`config.mk`:
```
export PLATFORM = sky130hd
export DESIGN_NAME = register_file_sb_flat
export DESIGN_NICKNAME = d
export VERILOG_FILES = /design/src/rtl/register_file_sb_if.sv /design/src/rtl/register_file_sb.sv /design/src/flat_wrapper.sv
export SDC_FILE = /design/constraint.sdc
export NUM_CORES = 1
export LEC_CHECK = 0
export BUFFER_PORTS_ARGS = -buffer_cell sky130_fd_sc_hd__buf_2
export CAP_MARGIN = 5
export CELL_PAD_IN_SITES_DETAIL_PLACEMENT = 1
export CELL_PAD_IN_SITES_GLOBAL_PLACEMENT = 1
export CORE_MARGIN = 5
export CORE_UTILIZATION = 30
export CTS_CLUSTER_SIZE = 8
export DETAILED_ROUTE_END_ITERATION = 16
export PLACE_DENSITY = 0.56
export REMOVE_ABC_BUFFERS = 1
export SETUP_SLACK_MARGIN = 0.15
export SYNTH_ARGS = -nofsm -noshare
export SYNTH_HDL_FRONTEND = slang
export SYNTH_SLANG_ARGS = --single-unit
```
`constraint.sdc`:
```
create_clock -name clk -period 5.2 [get_ports clk]
set_input_delay 0.78 -clock clk [delete_from_list [all_inputs] [get_ports clk]]
set_output_delay 0.78 -clock clk [all_outputs]
set_load 0.005 [all_outputs]
```
`src/rtl/register_file_sb_if.sv`:
```
// register_file_sb_if: read/write/scoreboard bus between the issue stage, writeback and register_file_sb.
interface register_file_sb_if #(
    parameter int XLEN   = 32,
    parameter int ADDR_W = 5
);
    logic              clear;
    logic [ADDR_W-1:0] read_reg1;
    logic [ADDR_W-1:0] read_reg2;
    logic [XLEN-1:0]   read_data1;
    logic [XLEN-1:0]   read_data2;
    logic              busy1;
    logic              busy2;
    logic              reg_write;
    logic [ADDR_W-1:0] write_reg;
    logic [XLEN-1:0]   write_data;
    logic              issue_valid;
    logic [ADDR_W-1:0] issue_reg;
    logic              ready;

    modport master (
        output clear, read_reg1, read_reg2, reg_write, write_reg, write_data, issue_valid, issue_reg,
        input  read_data1, read_data2, busy1, busy2, ready
    );

    modport slave (
        input  clear, read_reg1, read_reg2, reg_write, write_reg, write_data, issue_valid, issue_reg,
        output read_data1, read_data2, busy1, busy2, ready
    );
endinterface

```
`src/rtl/register_file_sb.sv`:
```
// register_file_sb: 2R/1W register file with clear sequencer and busy scoreboard.
// Define REGFILE_BYPASS_EN for write-first forwarding on both read ports.
module register_file_sb #(
    parameter int XLEN     = 32,
    parameter int NUM_REGS = 32,
    parameter int ADDR_W   = 5,
    parameter int ZERO_REG = 1
) (
    input logic               clk,
    input logic               reset,
    register_file_sb_if.slave bus
);
    typedef enum logic {INIT, READY} state_e;

    state_e              state_q, state_d;
    logic [ADDR_W-1:0]   cnt_q, cnt_d;
    logic [NUM_REGS-1:0] busy_q, busy_d;
    logic [XLEN-1:0]     mem_q [NUM_REGS];
    logic                ready, wr_en, iss_en, fwd1, fwd2;

    function automatic logic is_zero(input logic [ADDR_W-1:0] idx);
        return ZERO_REG != 0 && idx == '0;
    endfunction

    assign ready  = state_q == READY;
    assign wr_en  = ready && bus.reg_write && !is_zero(bus.write_reg);
    assign iss_en = ready && bus.issue_valid && !is_zero(bus.issue_reg);

    // Counter wraps to 0 on the last clear edge since NUM_REGS is a power of 2
    always_comb begin
        state_d = state_q;
        cnt_d   = cnt_q;
        busy_d  = busy_q;
        if (state_q == INIT) begin
            cnt_d   = cnt_q + 1'b1;
            state_d = cnt_q == ADDR_W'(NUM_REGS - 1) ? READY : INIT;
        end else if (bus.clear) begin
            state_d = INIT;
            cnt_d   = '0;
            busy_d  = '0;
        end else begin
            if (bus.reg_write) busy_d[bus.write_reg] = 1'b0;
            if (iss_en) busy_d[bus.issue_reg] = 1'b1;
        end
    end

    always_ff @(posedge clk or negedge reset) begin
        if (!reset) begin
            state_q <= INIT;
            cnt_q   <= '0;
            busy_q  <= '0;
        end else begin
            state_q <= state_d;
            cnt_q   <= cnt_d;
            busy_q  <= busy_d;
        end
    end

    // Storage has no reset; the INIT sweep zeroes it instead
    always_ff @(posedge clk) begin
        if (!ready) mem_q[cnt_q] <= '0;
        else if (wr_en) mem_q[bus.write_reg] <= bus.write_data;
    end

`ifdef REGFILE_BYPASS_EN
    assign fwd1 = wr_en && bus.write_reg == bus.read_reg1;
    assign fwd2 = wr_en && bus.write_reg == bus.read_reg2;
`else
    assign fwd1 = 1'b0;
    assign fwd2 = 1'b0;
`endif

    assign bus.read_data1 = !ready || is_zero(bus.read_reg1) ? '0 : fwd1 ? bus.write_data : mem_q[bus.read_reg1];
    assign bus.read_data2 = !ready || is_zero(bus.read_reg2) ? '0 : fwd2 ? bus.write_data : mem_q[bus.read_reg2];
    assign bus.busy1      = ready && busy_q[bus.read_reg1];
    assign bus.busy2      = ready && busy_q[bus.read_reg2];
    assign bus.ready      = ready;
endmodule

```
`src/flat_wrapper.sv`:
```
// flat-port wrapper written by rule: the top's interface ports become plain ports
module register_file_sb_flat 
#(
    parameter int XLEN     = 32,
    parameter int NUM_REGS = 32,
    parameter int ADDR_W   = 5,
    parameter int ZERO_REG = 1
)
  (clk, reset, bus_clear, bus_read_reg1, bus_read_reg2, bus_reg_write, bus_write_reg, bus_write_data, bus_issue_valid, bus_issue_reg, bus_read_data1, bus_read_data2, bus_busy1, bus_busy2, bus_ready);
  register_file_sb_if #(.XLEN(XLEN), .ADDR_W(ADDR_W)) bus_i ();
  input logic clk;
  input logic reset;
  input wire logic [$bits(bus_i.clear)-1:0] bus_clear;
  input wire logic [$bits(bus_i.read_reg1)-1:0] bus_read_reg1;
  input wire logic [$bits(bus_i.read_reg2)-1:0] bus_read_reg2;
  input wire logic [$bits(bus_i.reg_write)-1:0] bus_reg_write;
  input wire logic [$bits(bus_i.write_reg)-1:0] bus_write_reg;
  input wire logic [$bits(bus_i.write_data)-1:0] bus_write_data;
  input wire logic [$bits(bus_i.issue_valid)-1:0] bus_issue_valid;
  input wire logic [$bits(bus_i.issue_reg)-1:0] bus_issue_reg;
  output wire logic [$bits(bus_i.read_data1)-1:0] bus_read_data1;
  output wire logic [$bits(bus_i.read_data2)-1:0] bus_read_data2;
  output wire logic [$bits(bus_i.busy1)-1:0] bus_busy1;
  output wire logic [$bits(bus_i.busy2)-1:0] bus_busy2;
  output wire logic [$bits(bus_i.ready)-1:0] bus_ready;
  assign bus_i.clear = bus_clear;
  assign bus_i.read_reg1 = bus_read_reg1;
  assign bus_i.read_reg2 = bus_read_reg2;
  assign bus_i.reg_write = bus_reg_write;
  assign bus_i.write_reg = bus_write_reg;
  assign bus_i.write_data = bus_write_data;
  assign bus_i.issue_valid = bus_issue_valid;
  assign bus_i.issue_reg = bus_issue_reg;
  assign bus_read_data1 = bus_i.read_data1;
  assign bus_read_data2 = bus_i.read_data2;
  assign bus_busy1 = bus_i.busy1;
  assign bus_busy2 = bus_i.busy2;
  assign bus_ready = bus_i.ready;
  register_file_sb #(.XLEN(XLEN), .NUM_REGS(NUM_REGS), .ADDR_W(ADDR_W), .ZERO_REG(ZERO_REG)) u_core (.clk(clk), .reset(reset), .bus(bus_i));
endmodule
```
==> PnR_summary.wiki <==
{| class="wikitable"
! Metric !! Value
|-
| Post-synth design cell area || 50600 sq um
|-
| Number of primary I/O pins || 124
|-
| CTS H-Tree Depth || 4
|-
| Largest voltage drop on the vdd net || approximately 0.26 mV
|-
| Setup TNS after final layout || 0 ps
|-
| Router iterations before antenna repair || 5
|-
| Cell count after synthesis || 3066
|-
| Worst-path fanout max || 18
|-
| Number of clock buffers inserted by TritonCTS || 151
|-
| Grt total ovfl || 0
|-
| Worst Hold Class || in2async
|-
| Vias in the first global route || 33.3k
|-
| Post-route core utilization || 0.351
|-
| Avg Vias per Cell || 5.85
|-
| Number of endpoints failing setup at the final stage || 0
|-
| Post-synthesis async set-or-reset flop share || 0.0358
|-
| Clock net sink count || around 1.1k
|-
| Sequential share of the synthesized area || 0.626
|-
| Distinct cell type count of the synthesized netlist || 59
|-
| Initial core utilization || 0.302
|-
| Post-synthesis area per instance || 16.5 sq um
|-
| Number of cells upsized or downsized after cts || 0
|-
| Startpoint class of the critical path || register
|-
| Start of the worst register-to-register path || u_core.bus.ready
|-
| Hold-fix buffers at CTS || 0
|-
| Number of antenna-violating nets in the routed design || 0
|-
| Reported max-cap violation count || 0
|-
| Area growth from synthesis to final layout || 16.0%
|-
| Wire length of the first global-routing pass || 259000 um
|-
| Standby leakage power || 20.6 nW
|-
| Die area || 177000 sq um
|-
| Last weighted congestion value of the routability-driven placer || about 0.79
|-
| Worst Path Required || 4420 ps
|-
| Post-DP HPWL || between 100000 and 150000 um
|-
| Setup repair after global routing missed its margin || false
|-
| Clock tree skew after final layout || 40.5 ps
|-
| Die extent in x || between 400 and 500 um
|-
| Relative slew margins || 0.186
|-
| Largest net degree at the start of global routing || 74
|-
| Proportion of layout cells with a drive suffix above 1 || 0.244
|-
| Commonest non-fill, non-tap cells in the layout || sky130_fd_sc_hd__edfxtp_1, sky130_fd_sc_hd__mux2i_1, sky130_fd_sc_hd__mux4_2
|-
| Global routing usage summed across all routing layers || 0.207
|-
| Starting DRC count in detailed routing || 2973
|-
| Summed area of non-filler cells in the final layout || around 59000 sq um
|-
| Critical path class || reg2out
|-
| Most frequent standard cell in the layout excluding fill and tap cells || sky130_fd_sc_hd__edfxtp_1
|-
| Outcome || finished, final reports clean
|-
| Die Y || approximately 420 um
|-
| Setup slack, reg-to-reg || 1280 ps
|-
| Final worst-path cycle share || 0.934
|-
| Actual slew at the worst max-slew pin || 1220 ps
|-
| Yosys reg bits || between 1k and 1.5k
|-
| Data arrival time of the worst path || 4080 ps
|-
| Pwr dens || 402 nW/um^2
|-
| Main flop type after synthesis || sky130_fd_sc_hd__edfxtp_1
|-
| Vias || between 30k and 40k
|-
| Final hold violation count || 0
|-
| Routed wire length per instance || 34.0 um
|-
| Buffers added on ports || 123
|-
| Worst-skew pair later-pin latency || 790 ps
|-
| Root Buffer Master || sky130_fd_sc_hd__clkbuf_16
|-
| DRC violations left || 0
|-
| Number of post-CTS setup repair buffers || 0
|-
| Register clock-pin slew on the reported worst setup and hold paths || 50 ps
|-
| Final Net Count || 3290
|-
| Instance area after placement || ~55000 sq um
|-
| Post-synth EDFFs || 1024
|-
| Core Footprint || 167000 sq um
|-
| Kind of end point of the critical path || output port
|-
| Worst Reg-to-Reg Cells || 5
|-
| Achievable Freq || about 210 MHz
|-
| Max Buffers Root-to-Sink || 3
|-
| Final Slew Violations || 0
|-
| Number of antenna violations at the first check in global routing || 7
|-
| Yosys Warn Count || 0
|-
| Count of standard-cell rows || 150
|-
| Routed wire length || 186000 um
|-
| CTS tree || yes
|-
| Final critical-path required period || 4860 ps
|-
| Endpoint of the worst register-to-register path || u_core.mem_q[6][22]
|-
| Sum of internal, switching and leakage power || 23.6 mW
|}
[metrics by stage]
stage	hold slack, ps	std cells	setup slack (ps)
after floorplan	480	2824	295
after global placement	520	5282	930
after detailed placement	528	5282	898
after CTS	109	5459	385
after global routing	177	5459	293
final	142	5460	345
[worst max-delay path, stage by stage (launching register included)]
cell                       delay (ps)
sky130_fd_sc_hd__dfrtp_1          740
sky130_fd_sc_hd__buf_4            350
sky130_fd_sc_hd__nor2b_1          190
sky130_fd_sc_hd__and2_2           560
sky130_fd_sc_hd__buf_4            620
sky130_fd_sc_hd__nand2_1          250
sky130_fd_sc_hd__o211ai_1         360
sky130_fd_sc_hd__buf_2            220
[flip-flops by register name (all words and copies together) (netlist names)]
name and flops:
u_core.bus.ready 1, u_core.busy_q 32, u_core.cnt_q 5, u_core.mem_q 1024
[layout make-up]
class / instances / area (sq um)
Fill cell: 16900 / 109000
Sequential cell: 1062 / 31700
Multi-Input combinational cell: 1753 / 18100
Clock buffer: 165 / 3920
Tap cell: 2204 / 2760
Timing Repair Buffer: 254 / 2100
Clock inverter: 12 / 116
Inverter: 9 / 33.8
Antenna cell: 1 / 2.50
[how the worst max path moves through the flow]
stage	from	to	slack [ps]
after global placement	bus_read_reg1[0]	bus_read_data1[10]	930
final	u_core.bus.ready	bus_read_data2[12]	340
after detailed placement	bus_read_reg1[0]	bus_read_data1[7]	900
after global routing	u_core.bus.ready	bus_read_data2[28]	290
after floorplan	bus_read_reg2[1]	bus_read_data2[31]	290
after CTS	u_core.bus.ready	bus_read_data2[28]	390
[cells by family (layout without fill, tap and decap cells)]
logic type	Yosys count	after routing	synth area share
other cells	0	1	0
simple gates	345	345	0.0332
mux	827	827	0.235
fa+ha+maj	2	2	0.000494
xor+xnor	2	2	0.000346
flops	1062	1062	0.626
compound gates	577	577	0.0808
buf+inv	251	440	0.0236
[synth_stat cells, drive strengths merged (2+ instances only)]
cell type | number | area [sq um]
a211oi | 8 | 60.1
a21boi | 2 | 15.0
a21o | 24 | 180
a21oi | 64 | 320
a221o | 6 | 60.1
a221oi | 54 | 473
a22o | 24 | 210
a22oi | 138 | 1040
a31oi | 55 | 369
a32o | 28 | 280
a41oi | 2 | 17.5
and2 | 61 | 382
and3 | 9 | 56.3
buf | 133 | 751
clkbuf | 109 | 409
dfrtp | 38 | 951
edfxtp | 1024 | 30700
ha | 2 | 25.0
inv | 9 | 33.8
mux2 | 23 | 259
mux2i | 517 | 5180
mux4 | 287 | 6460
nand2 | 111 | 417
nand2b | 8 | 50.1
nand3 | 34 | 170
nand4b | 2 | 17.5
nor2 | 71 | 272
nor2b | 10 | 62.6
nor3 | 14 | 70.1
nor3b | 8 | 60.1
nor4 | 2 | 12.5
nor4b | 2 | 17.5
o211ai | 35 | 263
o21ai | 77 | 385
o22ai | 51 | 319
o31ai | 3 | 27.5
or2 | 3 | 18.8
or3 | 2 | 17.5
or4 | 6 | 45.0
xnor2 | 2 | 17.5
[per-layer routing]
layer | GRT usage | share of wire
met5 | 0 | 0
met4 | 0.0629 | 0.030
met3 | 0.0392 | 0.061
met2 | 0.337 | 0.47
met1 | 0.282 | 0.43
[report_power, final]
part	internal [mW]	leakage [nW]	total, mW	switching, mW
registers	10.4	10.2	10.8	0.389
logic	1.23	8.42	3.91	2.68
clock network	5.24	1.98	8.86	3.62
total	16.9	20.6	23.6	6.69
No activity file was read; power rests on OpenSTA's default activity.
